**src/rtl/mem_port_arbiter_pkg.sv**
```systemverilog
// Shared types and default widths for the IF/D memory port arbiter.
package mem_arb_pkg;

    localparam int ADDR_W_DEF = 8;
    localparam int DATA_W_DEF = 24;

    typedef enum logic [1:0] {IDLE, ISSUE, WAIT, RESP} state_t;
    typedef enum logic       {REQ_IF, REQ_D}           req_id_t;

endpackage

```
**src/rtl/mem_port_arbiter_if.sv**
```systemverilog
// Bundle of requester and memory-side signals around mem_port_arbiter.
// master = core pipeline plus memory, slave = the arbiter.
interface mem_port_arbiter_if
    import mem_arb_pkg::*;
#(
    parameter int ADDR_W = ADDR_W_DEF,
    parameter int DATA_W = DATA_W_DEF
);

    logic              if_req;
    logic [ADDR_W-1:0] if_addr;
    logic              if_gnt;
    logic [DATA_W-1:0] if_rdata;
    logic              if_rvalid;

    logic              d_req;
    logic              d_we;
    logic [ADDR_W-1:0] d_addr;
    logic [DATA_W-1:0] d_wdata;
    logic              d_gnt;
    logic [DATA_W-1:0] d_rdata;
    logic              d_rvalid;

    logic              mem_en;
    logic              mem_we;
    logic [ADDR_W-1:0] mem_addr;
    logic [DATA_W-1:0] mem_wdata;
    logic [DATA_W-1:0] mem_rdata;

    logic              busy;

    modport master (
        output if_req, if_addr, d_req, d_we, d_addr, d_wdata, mem_rdata,
        input  if_gnt, if_rdata, if_rvalid, d_gnt, d_rdata, d_rvalid,
               mem_en, mem_we, mem_addr, mem_wdata, busy
    );

    modport slave (
        input  if_req, if_addr, d_req, d_we, d_addr, d_wdata, mem_rdata,
        output if_gnt, if_rdata, if_rvalid, d_gnt, d_rdata, d_rvalid,
               mem_en, mem_we, mem_addr, mem_wdata, busy
    );

endinterface

```
**src/rtl/mem_port_arbiter_starve_guard.sv**
```systemverilog
// Fixed D-over-IF priority with a saturating IF starvation counter.
// MEM_ARB_STATS_EN adds a 'forced' output flagging starvation-forced IF wins.
module arb_starve_guard
    import mem_arb_pkg::*;
#(
    parameter int STARVE_MAX = 4
) (
    input  logic    clk,
    input  logic    rst_n,
    input  logic    if_req,
    input  logic    d_req,
    input  logic    arb_en,
    output req_id_t winner
`ifdef MEM_ARB_STATS_EN
    ,
    output logic    forced
`endif
);

    localparam int CNT_W = $clog2(STARVE_MAX + 1);

    logic [CNT_W-1:0] starve_cnt;
    logic             force_if;

    assign force_if = if_req && (starve_cnt == CNT_W'(STARVE_MAX));
    assign winner   = (d_req && !force_if) ? REQ_D : REQ_IF;

`ifdef MEM_ARB_STATS_EN
    // A forced win only counts when D was actually contending.
    assign forced = force_if && d_req;
`endif

    // NOTE: sequential state uses non-blocking assignments so every flop samples pre-edge values.
    always_ff @(posedge clk) begin
        if (!rst_n) begin
            starve_cnt <= '0;
        end else if (arb_en && if_req) begin
            if (winner == REQ_IF) begin
                starve_cnt <= '0;
            end else if (starve_cnt != CNT_W'(STARVE_MAX)) begin
                starve_cnt <= starve_cnt + 1'b1;
            end
        end
    end

endmodule

```
**src/rtl/mem_port_arbiter.sv**
```systemverilog
// Shares one single-port memory between instruction fetch (IF) and load/store (D).
// Optional MEM_ARB_STATS_EN adds 16-bit saturating grant/starvation counters.
module mem_port_arbiter
    import mem_arb_pkg::*;
#(
    parameter int ADDR_W     = ADDR_W_DEF,
    parameter int DATA_W     = DATA_W_DEF,
    parameter int RD_LAT     = 1,
    parameter int STARVE_MAX = 4
) (
    input  logic              clk,
    input  logic              rst_n,
    mem_port_arbiter_if.slave bus
`ifdef MEM_ARB_STATS_EN
    ,
    output logic [15:0]       if_cnt,
    output logic [15:0]       d_cnt,
    output logic [15:0]       starve_evt
`endif
);

    localparam int CNT_W = 3;

    if (RD_LAT < 1 || RD_LAT > 4) begin : g_bad_rd_lat
        $error("mem_port_arbiter: RD_LAT must be within 1..4");
    end

    state_t           state, state_nxt;
    logic [CNT_W-1:0] cnt, cnt_nxt;
    req_id_t          win, win_nxt, winner;
    logic             we, we_nxt;
    logic             any_req;

    logic              if_gnt_nxt, d_gnt_nxt, if_rvalid_nxt, d_rvalid_nxt;
    logic              mem_en_nxt, mem_we_nxt;
    logic [ADDR_W-1:0] mem_addr_nxt;
    logic [DATA_W-1:0] mem_wdata_nxt, if_rdata_nxt, d_rdata_nxt;

    assign any_req  = bus.if_req || bus.d_req;
    assign bus.busy = (state != IDLE);

`ifdef MEM_ARB_STATS_EN
    logic forced;
`endif

    arb_starve_guard #(.STARVE_MAX(STARVE_MAX)) u_guard (
        .clk    (clk),
        .rst_n  (rst_n),
        .if_req (bus.if_req),
        .d_req  (bus.d_req),
        .arb_en (state == IDLE),
        .winner (winner)
`ifdef MEM_ARB_STATS_EN
        ,
        .forced (forced)
`endif
    );

    always_comb begin
        // NOTE: every output of this block gets a default first, so no path can infer a latch.
        state_nxt     = state;
        cnt_nxt       = cnt;
        win_nxt       = win;
        we_nxt        = we;
        if_gnt_nxt    = 1'b0;
        d_gnt_nxt     = 1'b0;
        if_rvalid_nxt = 1'b0;
        d_rvalid_nxt  = 1'b0;
        mem_en_nxt    = 1'b0;
        mem_we_nxt    = 1'b0;
        mem_addr_nxt  = '0;
        mem_wdata_nxt = '0;
        if_rdata_nxt  = bus.if_rdata;
        d_rdata_nxt   = bus.d_rdata;

        unique case (state)
            IDLE: begin
                if (any_req) begin
                    state_nxt  = ISSUE;
                    cnt_nxt    = CNT_W'(RD_LAT);
                    win_nxt    = winner;
                    mem_en_nxt = 1'b1;
                    if (winner == REQ_D) begin
                        d_gnt_nxt     = 1'b1;
                        we_nxt        = bus.d_we;
                        mem_we_nxt    = bus.d_we;
                        mem_addr_nxt  = bus.d_addr;
                        mem_wdata_nxt = bus.d_we ? bus.d_wdata : '0;
                    end else begin
                        if_gnt_nxt   = 1'b1;
                        we_nxt       = 1'b0;
                        mem_addr_nxt = bus.if_addr;
                    end
                end
            end
            ISSUE: begin
                // Writes land in memory at the end of ISSUE and complete next cycle.
                if (we) begin
                    state_nxt    = RESP;
                    d_rvalid_nxt = 1'b1;
                end else begin
                    state_nxt = WAIT;
                end
            end
            WAIT: begin
                cnt_nxt = cnt - 1'b1;
                if (cnt == CNT_W'(1)) begin
                    state_nxt = RESP;
                    if (win == REQ_D) begin
                        d_rvalid_nxt = 1'b1;
                        d_rdata_nxt  = bus.mem_rdata;
                    end else begin
                        if_rvalid_nxt = 1'b1;
                        if_rdata_nxt  = bus.mem_rdata;
                    end
                end
            end
            RESP:    state_nxt = IDLE;
            default: state_nxt = IDLE;
        endcase
    end

    always_ff @(posedge clk) begin
        if (!rst_n) begin
            state         <= IDLE;
            cnt           <= '0;
            win           <= REQ_IF;
            we            <= 1'b0;
            bus.if_gnt    <= 1'b0;
            bus.d_gnt     <= 1'b0;
            bus.if_rvalid <= 1'b0;
            bus.d_rvalid  <= 1'b0;
            bus.if_rdata  <= '0;
            bus.d_rdata   <= '0;
            bus.mem_en    <= 1'b0;
            bus.mem_we    <= 1'b0;
            bus.mem_addr  <= '0;
            bus.mem_wdata <= '0;
        end else begin
            state         <= state_nxt;
            cnt           <= cnt_nxt;
            win           <= win_nxt;
            we            <= we_nxt;
            bus.if_gnt    <= if_gnt_nxt;
            bus.d_gnt     <= d_gnt_nxt;
            bus.if_rvalid <= if_rvalid_nxt;
            bus.d_rvalid  <= d_rvalid_nxt;
            bus.if_rdata  <= if_rdata_nxt;
            bus.d_rdata   <= d_rdata_nxt;
            bus.mem_en    <= mem_en_nxt;
            bus.mem_we    <= mem_we_nxt;
            bus.mem_addr  <= mem_addr_nxt;
            bus.mem_wdata <= mem_wdata_nxt;
        end
    end

`ifdef MEM_ARB_STATS_EN
    always_ff @(posedge clk) begin
        if (!rst_n) begin
            if_cnt     <= '0;
            d_cnt      <= '0;
            starve_evt <= '0;
        end else if (state == IDLE && any_req) begin
            if (winner == REQ_IF && if_cnt != 16'hFFFF) if_cnt <= if_cnt + 1'b1;
            if (winner == REQ_D && d_cnt != 16'hFFFF)   d_cnt  <= d_cnt + 1'b1;
            if (forced && starve_evt != 16'hFFFF)       starve_evt <= starve_evt + 1'b1;
        end
    end
`endif

endmodule

```
**src/flat_wrapper.sv**
```systemverilog
// flat-port wrapper written by rule: the top's interface ports become plain ports
module mem_port_arbiter_flat import mem_arb_pkg::*;
#(
    parameter int ADDR_W     = ADDR_W_DEF,
    parameter int DATA_W     = DATA_W_DEF,
    parameter int RD_LAT     = 1,
    parameter int STARVE_MAX = 4
)
  (clk, rst_n, bus_if_req, bus_if_addr, bus_d_req, bus_d_we, bus_d_addr, bus_d_wdata, bus_mem_rdata, bus_if_gnt, bus_if_rdata, bus_if_rvalid, bus_d_gnt, bus_d_rdata, bus_d_rvalid, bus_mem_en, bus_mem_we, bus_mem_addr, bus_mem_wdata, bus_busy);
  mem_port_arbiter_if #(.ADDR_W(ADDR_W), .DATA_W(DATA_W)) bus_i ();
  input  logic clk;
  input  logic rst_n;
  input wire logic [$bits(bus_i.if_req)-1:0] bus_if_req;
  input wire logic [$bits(bus_i.if_addr)-1:0] bus_if_addr;
  input wire logic [$bits(bus_i.d_req)-1:0] bus_d_req;
  input wire logic [$bits(bus_i.d_we)-1:0] bus_d_we;
  input wire logic [$bits(bus_i.d_addr)-1:0] bus_d_addr;
  input wire logic [$bits(bus_i.d_wdata)-1:0] bus_d_wdata;
  input wire logic [$bits(bus_i.mem_rdata)-1:0] bus_mem_rdata;
  output wire logic [$bits(bus_i.if_gnt)-1:0] bus_if_gnt;
  output wire logic [$bits(bus_i.if_rdata)-1:0] bus_if_rdata;
  output wire logic [$bits(bus_i.if_rvalid)-1:0] bus_if_rvalid;
  output wire logic [$bits(bus_i.d_gnt)-1:0] bus_d_gnt;
  output wire logic [$bits(bus_i.d_rdata)-1:0] bus_d_rdata;
  output wire logic [$bits(bus_i.d_rvalid)-1:0] bus_d_rvalid;
  output wire logic [$bits(bus_i.mem_en)-1:0] bus_mem_en;
  output wire logic [$bits(bus_i.mem_we)-1:0] bus_mem_we;
  output wire logic [$bits(bus_i.mem_addr)-1:0] bus_mem_addr;
  output wire logic [$bits(bus_i.mem_wdata)-1:0] bus_mem_wdata;
  output wire logic [$bits(bus_i.busy)-1:0] bus_busy;
  assign bus_i.if_req = bus_if_req;
  assign bus_i.if_addr = bus_if_addr;
  assign bus_i.d_req = bus_d_req;
  assign bus_i.d_we = bus_d_we;
  assign bus_i.d_addr = bus_d_addr;
  assign bus_i.d_wdata = bus_d_wdata;
  assign bus_i.mem_rdata = bus_mem_rdata;
  assign bus_if_gnt = bus_i.if_gnt;
  assign bus_if_rdata = bus_i.if_rdata;
  assign bus_if_rvalid = bus_i.if_rvalid;
  assign bus_d_gnt = bus_i.d_gnt;
  assign bus_d_rdata = bus_i.d_rdata;
  assign bus_d_rvalid = bus_i.d_rvalid;
  assign bus_mem_en = bus_i.mem_en;
  assign bus_mem_we = bus_i.mem_we;
  assign bus_mem_addr = bus_i.mem_addr;
  assign bus_mem_wdata = bus_i.mem_wdata;
  assign bus_busy = bus_i.busy;
  mem_port_arbiter #(.ADDR_W(ADDR_W), .DATA_W(DATA_W), .RD_LAT(RD_LAT), .STARVE_MAX(STARVE_MAX)) u_core (.clk(clk), .rst_n(rst_n), .bus(bus_i));
endmodule
```
**config.mk**
```make
export PLATFORM = sky130hd
export DESIGN_NAME = mem_port_arbiter_flat
export DESIGN_NICKNAME = d
export VERILOG_FILES = /design/src/rtl/mem_port_arbiter_pkg.sv /design/src/rtl/mem_port_arbiter_if.sv /design/src/rtl/mem_port_arbiter_starve_guard.sv /design/src/rtl/mem_port_arbiter.sv /design/src/flat_wrapper.sv
export SDC_FILE = /design/constraint.sdc
export NUM_CORES = 1
export LEC_CHECK = 0
export CORE_ASPECT_RATIO = 0.7
export CORE_MARGIN = 4
export CORE_UTILIZATION = 40
export DETAILED_ROUTE_END_ITERATION = 7
export PLACE_DENSITY = 0.78
export SKIP_CTS_REPAIR_TIMING = 1
export SYNTH_ARGS = -nofsm -noshare
export SYNTH_HDL_FRONTEND = slang
export SYNTH_SLANG_ARGS = --single-unit
```
**constraint.sdc**
```tcl
create_clock -name clk -period 2.6 [get_ports clk]
set_input_delay 0.39 -clock clk [delete_from_list [all_inputs] [get_ports clk]]
set_output_delay 0.39 -clock clk [all_outputs]
set_load 0.03 [all_outputs]
```
==> reports/metrics.cfg, run 1 <==
[worst_setup_path]
crit_buf_inv = 3
arrival_ns = 1.91
worst_path_max_delay_cell = clkdlybuf4s50_1
critPathLaunchType = flip-flop
critPathMostFrequentCell = inv_1
max_stage_delay_ns = 0.67
end_kind = output pin
path_max_fanout = 9
cp_cell_sequence = inv_1, ha_1, inv_1, clkdlybuf4s50_1
critPathTopFamily = buffers and inverters
critPathKind = flip-flop to output pin
critical_path_required_ns = 2.21

[grt]
first_global_vias = 2881
track_usage_pct = 17.8
grt_max_degree = 50
grt_first_pass_wirelength_um = 13900
gr-total-overflow = 0
grt_antenna_before_repair = 0

[drt]
route.vias.total = 2876
dr.pass1.iters = 4
viasPerCell = 4.86
drt-initial-drc-count = 163
drtAntennaViolNets = 0
avgRoutedWirePerCell_um = 14.8
drc_errors = 0
wl_um = 8740

[synthesis]
yosys_warnings = 0
synthFlopType = dfxtp_1
synth_seq_area_share_pct = 58.0
synth_edf_count = 0
postSynthAreaPerCell_um2 = 9.74
ys_seq_elements = 96
syn_inst = 340
synthArstFlopShare_pct = 0
syn_nets = 417
netlist_area_um2 = 3310
ys_types = 36

[clocking]
clkSlewWorstSetupHoldPaths_ns = 0.06
clkSinkCount = 96
clockBufferDepth = 2
clk_latency_ns = 0.33
ctsRootBufferMaster = clkbuf_16
numCtsBuffers = 9
tritoncts = built
htree_levels = 3

[placement]
dp_cells = 576
port_buffers = 155
dp_hpwl_um = 6400
gp_congestion = 0.779

[final_layout]
final_cell_mix = clkdlybuf4s50_1, dfxtp_1, o21ai_0
seq_area_um2 = 1920
fin_nets = 563
fill_cells = 662
areaGrowthSynthToFinish_pct = 58.3
multi_input_area_um2 = 1240
diodes = 0
drive_above_1_share_pct = 5.70
stdcell_count = 592
mostFrequentLayoutCell = clkdlybuf4s50_1

[die]
start_util_pct = 41.6
placementRows = 27
ios = 156
die_area_um2 = 9830
die_w_um = 117
core_um2 = 7970
die_h_um = 84.1

[sta]
max-slew-margin-rel_pct = 64.1
worst_pin_slew_ns = 0.537
rsz0062_at_grt = false
holdWs_ns = 0.470
layout_worst_path_cycle_share_pct = 88.5
maxSlewViolCount = 0
max_freq_mhz = 435
finalCriticalPeriod_ns = 2.30
setup_violations = 0
hold_viol = 0
final.setup.tns_ns = 0
finClkSkew_ns = 0.00509

[run]
drv_cap = 0

[pwr]
total_power_mw = 4.08
p_leak_nw = 1.97
p_per_area_nw_per_um2 = 778
vdd_drop_max_mv = 0.669

[outcome]
outcome = complete, no violations

[min_path]
hp-class = flip-flop to flip-flop

-- worst paths after layout --
path | from | slack [ns] | depth (start not counted) | to
worst min register to register | u_core.bus.if_rdata[22] | 0.47 | 2 | u_core.bus.if_rdata[22]
worst min-delay path | u_core.bus.if_rdata[22] | 0.47 | 2 | u_core.bus.if_rdata[22]
worst max register to register | u_core.state[0] | 0.85 | 5 | u_core.bus.mem_addr[4]
worst max-delay path | u_core.state[1] | 0.30 | 4 | bus_busy
-- kinds of logic (layout without fill, tap and decap cells) --
kind of cell,Yosys count,in the layout,share of synthesized area [%]
mux,1,1,0.302
fa+ha+maj,8,8,3.02
buf+inv,34,185,4.68
flops,96,96,58.0
simple gates,126,126,19.8
compound gates,75,75,14.2
-- stage by stage --
step	setup slack (ns)	util (%)	area [um2]
CTS	0.289	65.8	5240
finish	0.300	65.8	5240
floorplan	1.10	-	3310
global route	0.196	65.8	5240
detailed placement	0.676	61.6	4910
global placement	0.722	61.6	4910
-- synthesized netlist by cell type, drive strengths merged, types with 2 or more instances --
cell | count | share of area (%)
a22o | 8 | 2.1
dfxtp | 96 | 58
inv | 9 | 1.0
ha | 8 | 3.0
nand2 | 31 | 3.5
nand4b | 3 | 0.79
nor3b | 2 | 0.45
nor2 | 6 | 0.68
and2 | 26 | 4.9
clkbuf | 11 | 1.2
buf | 14 | 2.4
o21ai | 51 | 7.7
a31o | 2 | 0.53
nand3 | 51 | 7.9
a31oi | 2 | 0.57
a21oi | 4 | 0.60
-- power breakdown --
part	leakage [nW]	internal (mW)	switching [mW]	total (mW)
sequential	0.778	1.60	0.0661	1.67
combinational	1.03	0.417	0.526	0.943
clock	0.162	0.936	0.531	1.47
total	1.97	2.96	1.12	4.08
-- registers in the layout, indices dropped and copies added (netlist names) --
register	cells
u_core.bus.if_gnt	1
u_core.bus.d_rdata	24
u_core.bus.mem_en	1
u_core.bus.d_rvalid	1
u_core.bus.d_gnt	1
u_core.we	1
u_core.win	1
u_core.bus.mem_addr	8
u_core.bus.if_rvalid	1
u_core.bus.mem_wdata	24
u_core.u_guard.starve_cnt	3
u_core.bus.mem_we	1
u_core.bus.if_rdata	24
u_core.state	2
u_core.cnt	3
-- area by class of cell --
| cell class | instances | area share, % |
|---|---|---|
| inverters | 9 | 0.644 |
| repair buffers | 160 | 30.2 |
| clock buffers | 10 | 4.37 |
| well taps | 101 | 2.41 |
| multi-input cells | 210 | 23.7 |
| flip-flops and latches | 96 | 36.6 |
| clock inverters | 6 | 2.05 |
-- worst reg2reg max path: stages, from the launching register on --
cell     delay, ns
dfxtp_1       0.31
inv_1         0.14
ha_1          0.35
nand3_2       0.17
a31oi_2       0.48
a22o_1        0.23
-- metal layers --
layer / vias up / GRT usage [%] / share of wire [%]
li1: 1456 / - / -
met4: 0 / 6.25 / 1.8
met5: - / 0 / 0
met3: 16 / 8.79 / 10
met2: 104 / 26.6 / 43
met1: 1300 / 22.4 / 45
(Power assumes the default switching activity.)
==> run 2, diff against run 1 <==
- CAP_MARGIN: not set -> 20
==> results of run 2 <==
The final DEF is identical to that of run 1; final timing and power are the same.
==> run 3, diff against run 2 <==
- PLACE_DENSITY: 0.78 -> 0.76
==> run 3 against run 2 <==
Against the previous run: clock power barely moved; first-iteration DRC count fell by 20%; global-route usage rose by 0.052 points; largest cell class unchanged; sequential share of layout area barely moved; combinational power fell by 0.5%; total power barely moved; highest routed layer unchanged; flip-flop and latch count did not move; routed wire length fell by 1.1%; critical path depth did not move; maximum frequency rose by 0.63%.
==> reports/metrics.cfg, run 3 (same netlist as run 1, synthesis figures left out) <==
[outcome]
outcome = complete, no violations  ; unchanged

[run]
drv_cap = 0  ; unchanged

[final_layout]
fin_util_pct = 65.8  ; about the same
fill_cells = 663  ; was 662
fin_nets = 564  ; was 563
mostFrequentLayoutCell = clkdlybuf4s50_1  ; unchanged
drive_above_1_share_pct = 5.49  ; was 5.70%
areaGrowthSynthToFinish_pct = 58.4  ; was 58.3%
final_cell_mix = clkdlybuf4s50_1, dfxtp_1, o21ai_0  ; unchanged
reg_top3 = u_core.bus.d_rdata (24), u_core.bus.if_rdata (24), u_core.bus.mem_wdata (24)  ; unchanged
stdcell_count = 593  ; was 592
diodes = 0  ; unchanged

[sta]
layout_worst_path_cycle_share_pct = 87.9  ; was 88.5%
fin_ws_ns = 0.315  ; was 0.300 ns
worst_pin_slew_ns = 0.520  ; was 0.537 ns
max-slew-margin-rel_pct = 65.2  ; was 64.1%
finalCriticalPeriod_ns = 2.29  ; was 2.30 ns
rsz0062_at_grt = false  ; unchanged
maxSlewViolCount = 0  ; unchanged
max_freq_mhz = 438  ; was 435 MHz
final.setup.tns_ns = 0  ; unchanged
setup_violations = 0  ; unchanged
finClkSkew_ns = 0.00419  ; was 0.00509 ns
hold_viol = 0  ; unchanged

[worst_setup_path]
path_max_fanout = 9  ; unchanged
crit_path_start = u_core.state[1]  ; unchanged
reg2reg_depth = 5  ; unchanged
end_kind = output pin  ; unchanged
arrival_ns = 1.90  ; was 1.91 ns
critical_path_required_ns = 2.21  ; about the same
critPathMostFrequentCell = inv_1  ; unchanged
critPathLaunchType = flip-flop  ; unchanged
reg2reg_from = u_core.state[0]  ; unchanged
critPathKind = flip-flop to output pin  ; unchanged
cp_cell_sequence = inv_1, ha_1, inv_1, clkdlybuf4s50_1  ; unchanged
worst_path_max_delay_cell = clkdlybuf4s50_1  ; unchanged
max_stage_delay_ns = 0.68  ; was 0.67 ns

[die]
die_area_um2 = 9830  ; unchanged
die_h_um = 84.1  ; unchanged
core_um2 = 7970  ; unchanged
placementRows = 27  ; unchanged
ios = 156  ; unchanged
start_util_pct = 41.6  ; unchanged
die_w_um = 117  ; unchanged

[placement]
dp_cells = 577  ; was 576
dp_hpwl_um = 6370  ; was 6400 um
preCtsSetupSlack_ns = 0.677  ; was 0.676 ns
gp_congestion = 0.761  ; was 0.779
port_buffers = 155  ; unchanged

[grt]
grt_max_degree = 50  ; unchanged
grt_first_pass_wirelength_um = 13900  ; about the same
busiest_layer = met2  ; unchanged
gr-total-overflow = 0  ; unchanged
met2_usage_pct = 29.3  ; was 26.6%
grt_antenna_before_repair = 0  ; unchanged
met3_usage_pct = 5.91  ; was 8.79%
first_global_vias = 2786  ; was 2,881
track_usage_pct = 17.9  ; was 17.8%
met1_usage_pct = 21.9  ; was 22.4%

[drt]
dr.pass1.iters = 4  ; unchanged
route.vias.total = 2826  ; was 2,876
viasPerCell = 4.77  ; was 4.86
wl_um = 8650  ; was 8740 um
drtAntennaViolNets = 0  ; unchanged
avgRoutedWirePerCell_um = 14.6  ; was 14.8 um
drt-initial-drc-count = 131  ; was 163
drc_errors = 0  ; unchanged

[clocking]
clk_latency_ns = 0.33  ; about the same
htree_levels = 3  ; unchanged
clockBufferDepth = 2  ; unchanged
clkSinkCount = 96  ; unchanged
tritoncts = built  ; unchanged
ctsRootBufferMaster = clkbuf_16  ; unchanged
numCtsBuffers = 9  ; unchanged
clkSlewWorstSetupHoldPaths_ns = 0.06  ; about the same

[min_path]
hp-class = flip-flop to flip-flop  ; unchanged
hold_path_startpoint = u_core.bus.d_rdata[14]  ; was u_core.bus.if_rdata[22]
min_path_cells = 2  ; unchanged

[pwr]
vdd_drop_max_mv = 0.446  ; was 0.669 mV
p_leak_nw = 1.97  ; about the same
p_per_area_nw_per_um2 = 777  ; was 778 nW/um2

run 3: changes by cell type in the layout (fill, tap and decap cells not counted), sizes merged:
cell / delta
clkbuf: +1
clkinvlp: +1
clkinv: -2
buf: +1
run 3: per-stage QoR:
stage	hold WS, ns	area [um2]	power [mW]
3_5_place_dp	0.464	4910	2.65
2_1_floorplan	0.442	3310	2.25
4_1_cts	0.473	5250	4.13
5_1_grt	0.501	5250	4.29
6_report	0.469	5250	4.08
3_3_place_gp	0.453	4910	2.62
run 3: worst paths after layout:
path / slack [ns] / to
setup / recovery: 0.31 / bus_busy
setup reg to reg: 0.88 / u_core.bus.mem_addr[6]
hold / removal: 0.47 / u_core.bus.d_rdata[14]
hold reg to reg: 0.47 / u_core.bus.d_rdata[14]
run 3: power breakdown:
| part | leakage (nW) | internal [mW] | switching (mW) |
|---|---|---|---|
| clock | 0.156 | 0.940 | 0.529 |
| combinational | 1.03 | 0.417 | 0.521 |
| sequential | 0.778 | 1.60 | 0.0667 |
run 3: worst max-delay path: cells and delay by family (launching register included):
kind | cells | cell delay, ns
buffers and inverters | 3 | 0.89
DFF | 1 | 0.38
adders and majority gates | 1 | 0.29
run 3: final cells by class:
class | count | area, um2 | area share (%)
Timing Repair Buffer | 161 | 1590 | 30.3
Multi-Input combinational cell | 210 | 1240 | 23.6
Clock buffer | 11 | 233 | 4.43
Tap cell | 101 | 126 | 2.41
Inverter | 9 | 33.8 | 0.644
Clock inverter | 5 | 105 | 2.00
Sequential cell | 96 | 1920 | 36.6
run 3: metal layers:
layer	up-vias	part of all wire (%)
met5	-	0
met4	0	2.2
met3	17	6.0
met2	81	48
met1	1263	44
li1	1465	-
